File: src/rtl/wb_bus_if.sv
// Wishbone B4 classic master bridge: turns a single-cycle core memory request
// into one bus transaction and stalls the pipeline until the slave acks.
module wb_bus_if #(
    parameter int ADDR_W = 32,
    parameter int DATA_W = 32
) (
    input  logic                clk,
    input  logic                rst,
    input  logic [5:0]          stall_i,
    input  logic                flush_i,
    input  logic                cpu_ce_i,
    input  logic [ADDR_W-1:0]   cpu_addr_i,
    input  logic [DATA_W-1:0]   cpu_data_i,
    input  logic                cpu_we_i,
    input  logic [DATA_W/8-1:0] cpu_sel_i,
    output logic [DATA_W-1:0]   cpu_data_o,
    output logic                stallreq_o,
    input  logic [DATA_W-1:0]   wb_data_i,
    input  logic                wb_ack_i,
    output logic [ADDR_W-1:0]   wb_addr_o,
    output logic [DATA_W-1:0]   wb_data_o,
    output logic                wb_we_o,
    output logic [DATA_W/8-1:0] wb_sel_o,
    output logic                wb_stb_o,
    output logic                wb_cyc_o
);

    // state          | meaning
    // IDLE           | no transaction; accepts a core request
    // BUSY           | stb/cyc asserted, waiting for wb_ack_i
    // WAIT_FOR_STALL | acked, pipeline still frozen elsewhere; rd_buf drives cpu_data_o
    localparam logic [1:0] IDLE           = 2'd0;
    localparam logic [1:0] BUSY           = 2'd1;
    localparam logic [1:0] WAIT_FOR_STALL = 2'd2;

    localparam int SEL_W = DATA_W / 8;

    logic [1:0]        state;
    logic [DATA_W-1:0] rd_buf;
    logic              stall_any;

    assign stall_any = |stall_i;

    always_ff @(posedge clk or posedge rst) begin
        if (rst) begin
            state     <= IDLE;
            wb_addr_o <= '0;
            wb_data_o <= '0;
            wb_we_o   <= 1'b0;
            wb_sel_o  <= '0;
            wb_stb_o  <= 1'b0;
            wb_cyc_o  <= 1'b0;
            rd_buf    <= '0;
        end else begin
            case (state)
                IDLE: begin
                    if (cpu_ce_i && !flush_i) begin
                        wb_addr_o <= cpu_addr_i;
                        wb_data_o <= cpu_data_i;
                        wb_we_o   <= cpu_we_i;
                        wb_sel_o  <= cpu_sel_i;
                        wb_stb_o  <= 1'b1;
                        wb_cyc_o  <= 1'b1;
                        rd_buf    <= '0;
                        state     <= BUSY;
                    end
                end
                BUSY: begin
                    // flush beats a same-cycle ack so an aborted read never lands in rd_buf
                    if (flush_i || wb_ack_i) begin
                        wb_addr_o <= '0;
                        wb_data_o <= '0;
                        wb_we_o   <= 1'b0;
                        wb_sel_o  <= '0;
                        wb_stb_o  <= 1'b0;
                        wb_cyc_o  <= 1'b0;
                    end
                    if (flush_i) begin
                        rd_buf <= '0;
                        state  <= IDLE;
                    end else if (wb_ack_i) begin
                        if (!wb_we_o) begin
                            rd_buf <= wb_data_i;
                        end
                        state <= stall_any ? WAIT_FOR_STALL : IDLE;
                    end
                end
                WAIT_FOR_STALL: begin
                    if (flush_i) begin
                        rd_buf <= '0;
                        state  <= IDLE;
                    end else if (!stall_any) begin
                        state <= IDLE;
                    end
                end
                default: state <= IDLE;
            endcase
        end
    end

    always_comb begin
        stallreq_o = 1'b0;
        cpu_data_o = '0;
        if (!rst) begin
            case (state)
                IDLE: stallreq_o = cpu_ce_i & ~flush_i;
                BUSY: begin
                    if (!flush_i) begin
                        if (wb_ack_i) begin
                            cpu_data_o = wb_we_o ? '0 : wb_data_i;
                        end else begin
                            stallreq_o = 1'b1;
                        end
                    end
                end
                WAIT_FOR_STALL: cpu_data_o = rd_buf;
                default: begin
                    stallreq_o = 1'b0;
                    cpu_data_o = '0;
                end
            endcase
        end
    end

    logic unused_sel_w;
    assign unused_sel_w = (SEL_W == 0);

endmodule

File: config.mk
export PLATFORM = sky130hd
export DESIGN_NAME = wb_bus_if
export DESIGN_NICKNAME = d
export VERILOG_FILES = /design/src/rtl/wb_bus_if.sv
export SDC_FILE = /design/constraint.sdc
export NUM_CORES = 1
export LEC_CHECK = 0
export ABC_AREA = 0
export BUFFER_PORTS_ARGS = -buffer_cell sky130_fd_sc_hd__clkbuf_2
export CAP_MARGIN = 30
export CORE_ASPECT_RATIO = 2
export CORE_MARGIN = 1
export CORE_UTILIZATION = 48
export CTS_CLUSTER_DIAMETER = 80
export DETAILED_ROUTE_END_ITERATION = 7
export GPL_ROUTABILITY_DRIVEN = 0
export PLACE_DENSITY_LB_ADDON = 0.15
export SKIP_CTS_REPAIR_TIMING = 1
export SLEW_MARGIN = 5
export SYNTH_ARGS = -nofsm -noshare
export SYNTH_HDL_FRONTEND = slang
export SYNTH_SLANG_ARGS = --single-unit
export TNS_END_PERCENT = 20
File: constraint.sdc
create_clock -name clk -period 5.85 [get_ports clk]
set_input_delay 0.2925 -clock clk [delete_from_list [all_inputs] [get_ports clk]]
set_output_delay 0.2925 -clock clk [all_outputs]
set_load 0.01 [all_outputs]
==> impl_metrics.json, run 1 <==
{
  "syn_inst": 432,
  "die_h_um": 149,
  "total_power_mw": 3.73,
  "synth_flop_cell": "dfrtp_1",
  "hold_violations": 0,
  "fillCellCount": 902,
  "num_rows": 53,
  "start_util": 0.494,
  "clk_latency_ns": 0.34,
  "hp-class": "input pin to asynchronous set/reset pin",
  "worst_pin_slew_ns": 0.916,
  "arrival_ns": 2.83,
  "synth_common_cells": "dfrtp_1 (104), mux2_2 (96), nor2b_1 (65), nor2_1 (34)",
  "cp_cell_sequence": "inv_1 -> ha_2 -> and2b_1 -> and2_1 -> a22oi_1 -> nor2_1 -> clkbuf_2",
  "final_antenna_net_count": 0,
  "drive_gt1_frac": 0.543,
  "grt_max_degree": 71,
  "dp.cells": 758,
  "rsz0062_at_grt": "false",
  "drc_errors": 0,
  "vdd_drop_max_uv": 388,
  "port-buffer-count": 215,
  "critPathRequiredTime_ns": 5.56,
  "synth_nets": 547,
  "grt.overflow.total": 0,
  "drtIter0Drc": 144,
  "cts.sink_count": 104,
  "setup_viol": 0,
  "dr.pass1.iters": 4,
  "r2r_start": "state[1]",
  "die_x_um": 75.6,
  "fin_worst_skew_ns": 0.00829,
  "synth.most_common_cell": "dfrtp_1",
  "cts_tree": "done",
  "htreeDepth": 3,
  "synth-async-reset-ratio": 1.00,
  "num_antenna_cells": 0,
  "viasPerCell": 5.10,
  "cts_root_buffer": "clkbuf_16",
  "cp_slowest_cell": "and2b_1",
  "regArea_um2": 2600,
  "grtUsageTotal": 0.214,
  "hpwl_um": 8530,
  "syn_area_per_cell_um2": 12.0,
  "cp_top_family": "simple AND/OR/NAND/NOR gates",
  "slowest_delay_ns": 0.79,
  "clk_pin_slew_ns": 0.06,
  "path_class": "flop to output port",
  "multi_input_area_um2": 2390,
  "slew_headroom": 0.389,
  "path_max_fanout": 32,
  "wire_per_inst_um": 15.3,
  "setup.worst_path.end_class": "output port",
  "ys_warn_count": 0,
  "power_leakage_nw": 3.37,
  "antenna_found_initial": 0,
  "crit_buf_inv": 2,
  "power_density_nw_per_um2": 563,
  "setup.worst_path.start": "state[1]",
  "synth.distinct_cells": 27,
  "synth_top_cell_area_share": 0.500,
  "core_region_area_um2": 10500,
  "cp-start-kind": "flop",
  "area_delta_synth_final_pct": 27.3,
  "max_freq_mhz": 320,
  "ys_seq_area_frac": 0.500,
  "ys_ff_latch": 104,
  "die_area_um2": 11300,
  "netlist_area_um2": 5200,
  "vias": 3949,
  "place_ws_ns": 2.92,
  "yosys.area.top_type": "dfrtp_1",
  "final-max-slew-violation-count": 0,
  "fin_crit_sh": 0.533,
  "ioPinCount": 216,
  "synthTopCellsByArea": "dfrtp_1 (50%), mux2_2 (21%), nor2b_1 (7.8%), a22oi_1 (4.6%), and2_1 (3.8%)",
  "status": "complete, no violations",
  "numCtsBuffers": 9,
  "min_period_ns": 3.12,
  "finalWorstSetupSlack_ns": 2.73,
  "fin_nets": 747,
  "grt_pass1_wl_um": 18200,
  "drv_cap": 0,
  "grt_pass1_vias": 3905,
  "max-clock-path-buffers": 2,
  "synth_edf_count": 0,
  "instances_no_fill": 774,
  "wirelength_um": 11800,
  "finalSetupTns_ns": 0
}
## per-stage QoR
step           cell area (µm²)   util  hold WS [ns]
2_1_floorplan             5200      -         0.459
3_3_place_gp              6300  0.597         0.386
3_5_place_dp              6310  0.599         0.390
4_1_cts                   6630  0.628        0.0197
5_1_grt                   6630  0.628        0.0459
6_report                  6630  0.628       0.00108
## final timing paths
kind | to | slack, ns | cells past startpoint
setup / recovery | cpu_data_o[7] | 2.73 | 7
hold / removal | rd_buf[17] | 0.001 | 2
setup reg to reg | wb_addr_o[13] | 2.94 | 6
hold reg to reg | rd_buf[24] | 0.49 | 1
max in group asynchronous | state[0] | 4.66 | 3
min in group clk | wb_data_o[29] | 0.29 | 3
## layout by cell type (no fill, tap or decap), types with 2 or more instances in the layout
| master | instances |
|---|---|
| bufinv_16 | 2 |
| nor2b_1 | 64 |
| dfrtp_1 | 104 |
| inv_1 | 2 |
| nor2_1 | 34 |
| mux2_2 | 96 |
| buf_4 | 6 |
| mux2_4 | 6 |
| nand2_1 | 2 |
| a22oi_1 | 32 |
| clkbuf_1 | 2 |
| clkbuf_16 | 9 |
| clkbuf_2 | 215 |
| ha_1 | 2 |
| a21oi_1 | 4 |
| and2_1 | 32 |
| and2b_1 | 6 |
## routing by layer
layer | part of all wire | track usage
met5 | 0 | 0
met4 | 0.022 | 0.0796
met3 | 0.056 | 0.0554
met2 | 0.55 | 0.378
met1 | 0.37 | 0.238
## sequential cells by signal, summed over array words and instances, names as in the netlist
name	count
wb_sel_o	4
state	2
wb_cyc_o	1
wb_we_o	1
wb_data_o	32
rd_buf	32
wb_addr_o	32
## cells by family after synthesis
family,share of synthesized area
mux,0.232
simple gates,0.160
buf+inv,0.0418
compound gates,0.0589
fa+ha+maj,0.00721
flops,0.500
## power by group
part,leakage (nW),internal [mW],switching (mW)
registers,1.34,1.06,0.182
clock network,0.150,0.375,0.260
logic,1.88,0.940,0.909
## final cells by class
cell class,count,share of cell area
clock buffer,11,0.0351
clock inverter,5,0.0123
inverter,3,0.00208
multi-input combinational,292,0.360
sequential,104,0.393
tap,137,0.0259
timing repair buffer,222,0.171
Note: power is estimated with default switching activity, not from simulation.
==> inputs of run 2 (changes only) <==
clock period = 3.23 ns   (was 5.85 ns; I/O delays follow)
==> run 2 against run 1 <==
Against the previous run:
- count of clock-buffer cells in the layout decreased by 1
- wire length increased by 2.6%
- die area unchanged
- critical path type unchanged
- highest routed layer unchanged
- critical path depth unchanged
- register-to-register slack got worse by 2.2 ns
- hold slack improved by 0.16 ns
- final cell count increased by 0.52%
- first-iteration DRC count decreased by 25%
==> impl_metrics.json, run 2 (same netlist as run 1, synthesis figures left out) <==
{
  "status": "complete, no violations",
  "drtIter0Drc": 108,
  "vdd_drop_max_uv": 623,
  "numCtsBuffers": 9,
  "slew_headroom": 0.429,
  "slowest_delay_ns": 0.70,
  "finalWorstSetupSlack_ns": 0.653,
  "max-clock-path-buffers": 2,
  "layout_common_cells": "clkbuf_2 (215), dfrtp_1 (104), mux2_2 (96), nor2b_1 (64), nor2_1 (34)",
  "crit_buf_inv": 2,
  "wire_per_inst_um": 15.6,
  "hp-class": "input pin to flop",
  "finalSetupTns_ns": 0,
  "fillCellCount": 899,
  "drc_errors": 0,
  "viasPerCell": 5.10,
  "final-max-slew-violation-count": 0,
  "grt.overflow.total": 0,
  "cp-start-kind": "flop",
  "setup_viol": 0,
  "clk_pin_slew_ns": 0.07,
  "max_freq_mhz": 388,
  "dr.pass1.iters": 5,
  "setup.worst_path.end_class": "output port",
  "clk_latency_ns": 0.34,
  "fin_util": 0.635,
  "min_period_ns": 2.58,
  "cp_slowest_cell": "and2b_1",
  "path_max_fanout": 32,
  "core_region_area_um2": 10500,
  "critPathRequiredTime_ns": 3.07,
  "fin_crit_sh": 0.798,
  "grt_pass1_wl_um": 18600,
  "port-buffer-count": 215,
  "drive_gt1_frac": 0.546,
  "grt_max_degree": 77,
  "ff2ff_setup_slack_ns": 0.73,
  "die_area_um2": 11300,
  "dp.cells": 760,
  "post_dp_cell_area_um2": 6340,
  "cp_cell_sequence": "inv_1 -> ha_2 -> and2b_1 -> and2_1 -> a22oi_1 -> nor2_1 -> clkbuf_2",
  "path_class": "flop to output port",
  "num_antenna_cells": 0,
  "grtUsageTotal": 0.219,
  "drv_cap": 0,
  "ioPinCount": 216,
  "final_area_um2": 6690,
  "instances_no_fill": 778,
  "start_util": 0.494,
  "wirelength_um": 12100,
  "hold_violations": 0,
  "fin_nets": 751,
  "cts_tree": "done",
  "htreeDepth": 3,
  "grt_pass1_vias": 4049,
  "place_ws_ns": 0.694,
  "area_delta_synth_final_pct": 28.6,
  "final_antenna_net_count": 0,
  "fin_worst_skew_ns": 0.00710,
  "num_rows": 53,
  "rsz0062_at_grt": "false",
  "power_leakage_nw": 3.40,
  "cts.sink_count": 104,
  "antenna_found_initial": 0,
  "arrival_ns": 2.42,
  "cts_root_buffer": "clkbuf_16",
  "hpwl_um": 8870,
  "power_density_nw_per_um2": 1020,
  "vias": 3964,
  "die_h_um": 149,
  "cp_top_family": "simple AND/OR/NAND/NOR gates",
  "die_x_um": 75.6,
  "worst_pin_slew_ns": 0.856,
  "reg_top3": "rd_buf: 32 flops, wb_addr_o: 32 flops, wb_data_o: 32 flops",
  "layout_commonest_cell": "clkbuf_2"
}
-- run 2: area by class of cell --
cell class | count | area [µm²] | share of cell area
Sequential cell | 104 | 2600 | 0.389
Multi-Input combinational cell | 292 | 2390 | 0.357
Timing Repair Buffer | 226 | 1190 | 0.178
Clock buffer | 10 | 229 | 0.0342
Tap cell | 137 | 171 | 0.0256
Clock inverter | 6 | 90.1 | 0.0135
Inverter | 3 | 15.0 | 0.00224
-- run 2: worst paths after layout --
check,to,cells after the start,from
min reg2reg,rd_buf[24],1,rd_buf[24]
min in group asynchronous,wb_data_o[21],4,rst
max reg2reg,rd_buf[15],7,state[1]
max in group asynchronous,rd_buf[20],6,rst
min,wb_addr_o[23],3,cpu_addr_i[23]
max,cpu_data_o[28],7,state[1]
-- run 2: worst reg2reg max path, cell delays in order, from the launching register on --
cell	delay, ns
dfrtp_1	0.41
inv_1	0.09
ha_2	0.21
buf_4	0.57
nor3_1	0.18
nor3_4	0.14
buf_4	0.39
mux2_2	0.39
-- run 2: routing by layer --
layer	part of all wire	track usage
met1	0.36	0.233
met2	0.55	0.390
met3	0.047	0.0486
met4	0.037	0.110
met5	0	0
-- run 2: per-stage QoR --
stage	hold WS, ns	power, mW
after floorplan	0.369	4.92
after global placement	0.299	5.56
after detailed placement	0.292	5.73
after CTS	-0.0722	6.92
after global routing	0.158	7.29
final	0.157	6.83
-- run 2: power by group --
| part | internal (mW) | switching (mW) | total (mW) | leakage, nW |
|---|---|---|---|---|
| logic | 1.73 | 1.68 | 3.41 | 1.90 |
| registers | 1.93 | 0.325 | 2.25 | 1.34 |
| clock network | 0.684 | 0.484 | 1.17 | 0.153 |
==> inputs of run 3 (changes only) <==
clock period = 2.7 ns   (was 3.23 ns; I/O delays follow)
==> run 3 against run 2 <==
Against the previous run:
- first-iteration DRC count increased by 9.3%
- register-to-register slack got worse by 0.15 ns
- flip-flop and latch count unchanged
- sequential share of layout area increased by 0.37 points
- global-route usage decreased by 0.066 points
- critical endpoint is now cpu_data_o[3]
- largest cell class unchanged
==> impl_metrics.json, run 3 (same netlist as run 1, synthesis figures left out) <==
{
  "numCtsBuffers": 9,
  "fin_hold_ws_ns": 0.125,
  "final-max-slew-violation-count": 0,
  "core_region_area_um2": 10500,
  "dr.pass1.iters": 4,
  "fin_worst_skew_ns": 0.00899,
  "finalSetupTns_ns": 0,
  "crit_buf_inv": 4,
  "dp.cells": 761,
  "cts.sink_count": 104,
  "instances_no_fill": 778,
  "ioPinCount": 216,
  "antenna_found_initial": 0,
  "die_x_um": 75.6,
  "cp_cell_sequence": "inv_1 -> ha_2 -> buf_6 -> and2b_1 -> buf_4 -> and2_1 -> a22oi_1 -> nor2_1 -> clkbuf_2",
  "hold_violations": 0,
  "power_leakage_nw": 3.37,
  "hold_path_end": "wb_addr_o[8]",
  "grt_max_degree": 71,
  "grt_pass1_vias": 4027,
  "port-buffer-count": 215,
  "reg2reg_depth": 6,
  "worstReg2RegEnd": "rd_buf[23]",
  "hp-class": "input pin to flop",
  "worst_pin_slew_ns": 0.699,
  "layout_commonest_cell": "clkbuf_2",
  "setup.worst_path.end_class": "output port",
  "path_class": "flop to output port",
  "start_util": 0.494,
  "arrival_ns": 2.36,
  "slew_headroom": 0.532,
  "viasPerCell": 5.17,
  "drtIter0Drc": 118,
  "fin_crit_sh": 0.925,
  "grt.overflow.total": 0,
  "htreeDepth": 3,
  "r2r_start": "state[1]",
  "critPathRequiredTime_ns": 2.57,
  "num_antenna_cells": 0,
  "reg_top3": "rd_buf: 32 flops, wb_addr_o: 32 flops, wb_data_o: 32 flops",
  "fillCellCount": 885,
  "die_h_um": 149,
  "fin_nets": 751,
  "cts_root_buffer": "clkbuf_16",
  "rsz0062_at_grt": "false",
  "drive_gt1_frac": 0.546,
  "wirelength_um": 12100,
  "layout_common_cells": "clkbuf_2 (215), dfrtp_1 (104), mux2_2 (96), nor2b_1 (64), nor2_1 (34)",
  "post_dp_cell_area_um2": 6340,
  "status": "complete, no violations",
  "finalWorstSetupSlack_ns": 0.203,
  "min_from": "cpu_addr_i[8]",
  "cp-start-kind": "flop",
  "hold_depth": 3,
  "min_period_ns": 2.50,
  "cts_tree": "done",
  "drv_cap": 0,
  "setup_viol": 0,
  "slowest_delay_ns": 0.41,
  "final_antenna_net_count": 0,
  "ff2ff_setup_slack_ns": 0.58,
  "max-clock-path-buffers": 2,
  "vias": 4021,
  "clk_latency_ns": 0.34,
  "area_delta_synth_final_pct": 27.3,
  "place_ws_ns": 0.472,
  "final_area_um2": 6630,
  "die_area_um2": 11300,
  "path_max_fanout": 36,
  "hpwl_um": 8810,
  "power_density_nw_per_um2": 1210,
  "vdd_drop_max_uv": 858,
  "cp_top_family": "buffers and inverters",
  "cp_slowest_cell": "dfrtp_1",
  "clk_pin_slew_ns": 0.07,
  "drc_errors": 0,
  "max_freq_mhz": 401,
  "wire_per_inst_um": 15.6,
  "num_rows": 53,
  "grt_pass1_wl_um": 18500,
  "grtUsageTotal": 0.219
}
## run 3: worst min-delay path: stages
cell and delay (ns):
clkbuf_2 0.07, and2b_1 0.10, mux2_2 0.13
## run 3: power breakdown
group	total, mW	leakage, nW	internal, mW	switching, mW
clock network	1.21	0.129	0.629	0.583
logic	4.10	1.90	2.08	2.02
registers	2.70	1.34	2.31	0.394
## run 3: per-stage QoR
step | power [mW] | utilization
floorplan | 5.88 | -
finish | 8.01 | 0.628
global placement | 6.73 | 0.601
detailed placement | 6.88 | 0.601
global route | 8.54 | 0.628
CTS | 8.11 | 0.627
## run 3: layout make-up
class                   count  area [µm²]  share of cell area
multi-input cells         292        2390               0.360
inverters                   3        15.0             0.00227
flip-flops and latches    104        2600               0.393
well taps                 137         171              0.0259
clock inverters             6        42.5             0.00642
clock buffers              10         229              0.0346
repair buffers            226        1180               0.178
## run 3: how the worst max path moves through the flow
stage	slack, ns	startpoint	cells after the start	end
global placement	0.53	state[1]	9	cpu_data_o[3]
detailed placement	0.47	state[1]	9	cpu_data_o[3]
global route	0.02	state[1]	9	cpu_data_o[1]
finish	0.20	state[1]	9	cpu_data_o[3]
CTS	0.09	state[1]	9	cpu_data_o[3]
floorplan	0.15	rst	4	cpu_data_o[10]
## run 3: layer usage
| layer | routed length, µm | track usage |
|---|---|---|
| met1 | 4450 | 0.236 |
| met2 | 6580 | 0.383 |
| met3 | 591 | 0.0378 |
| met4 | 508 | 0.129 |
| met5 | 0 | 0 |
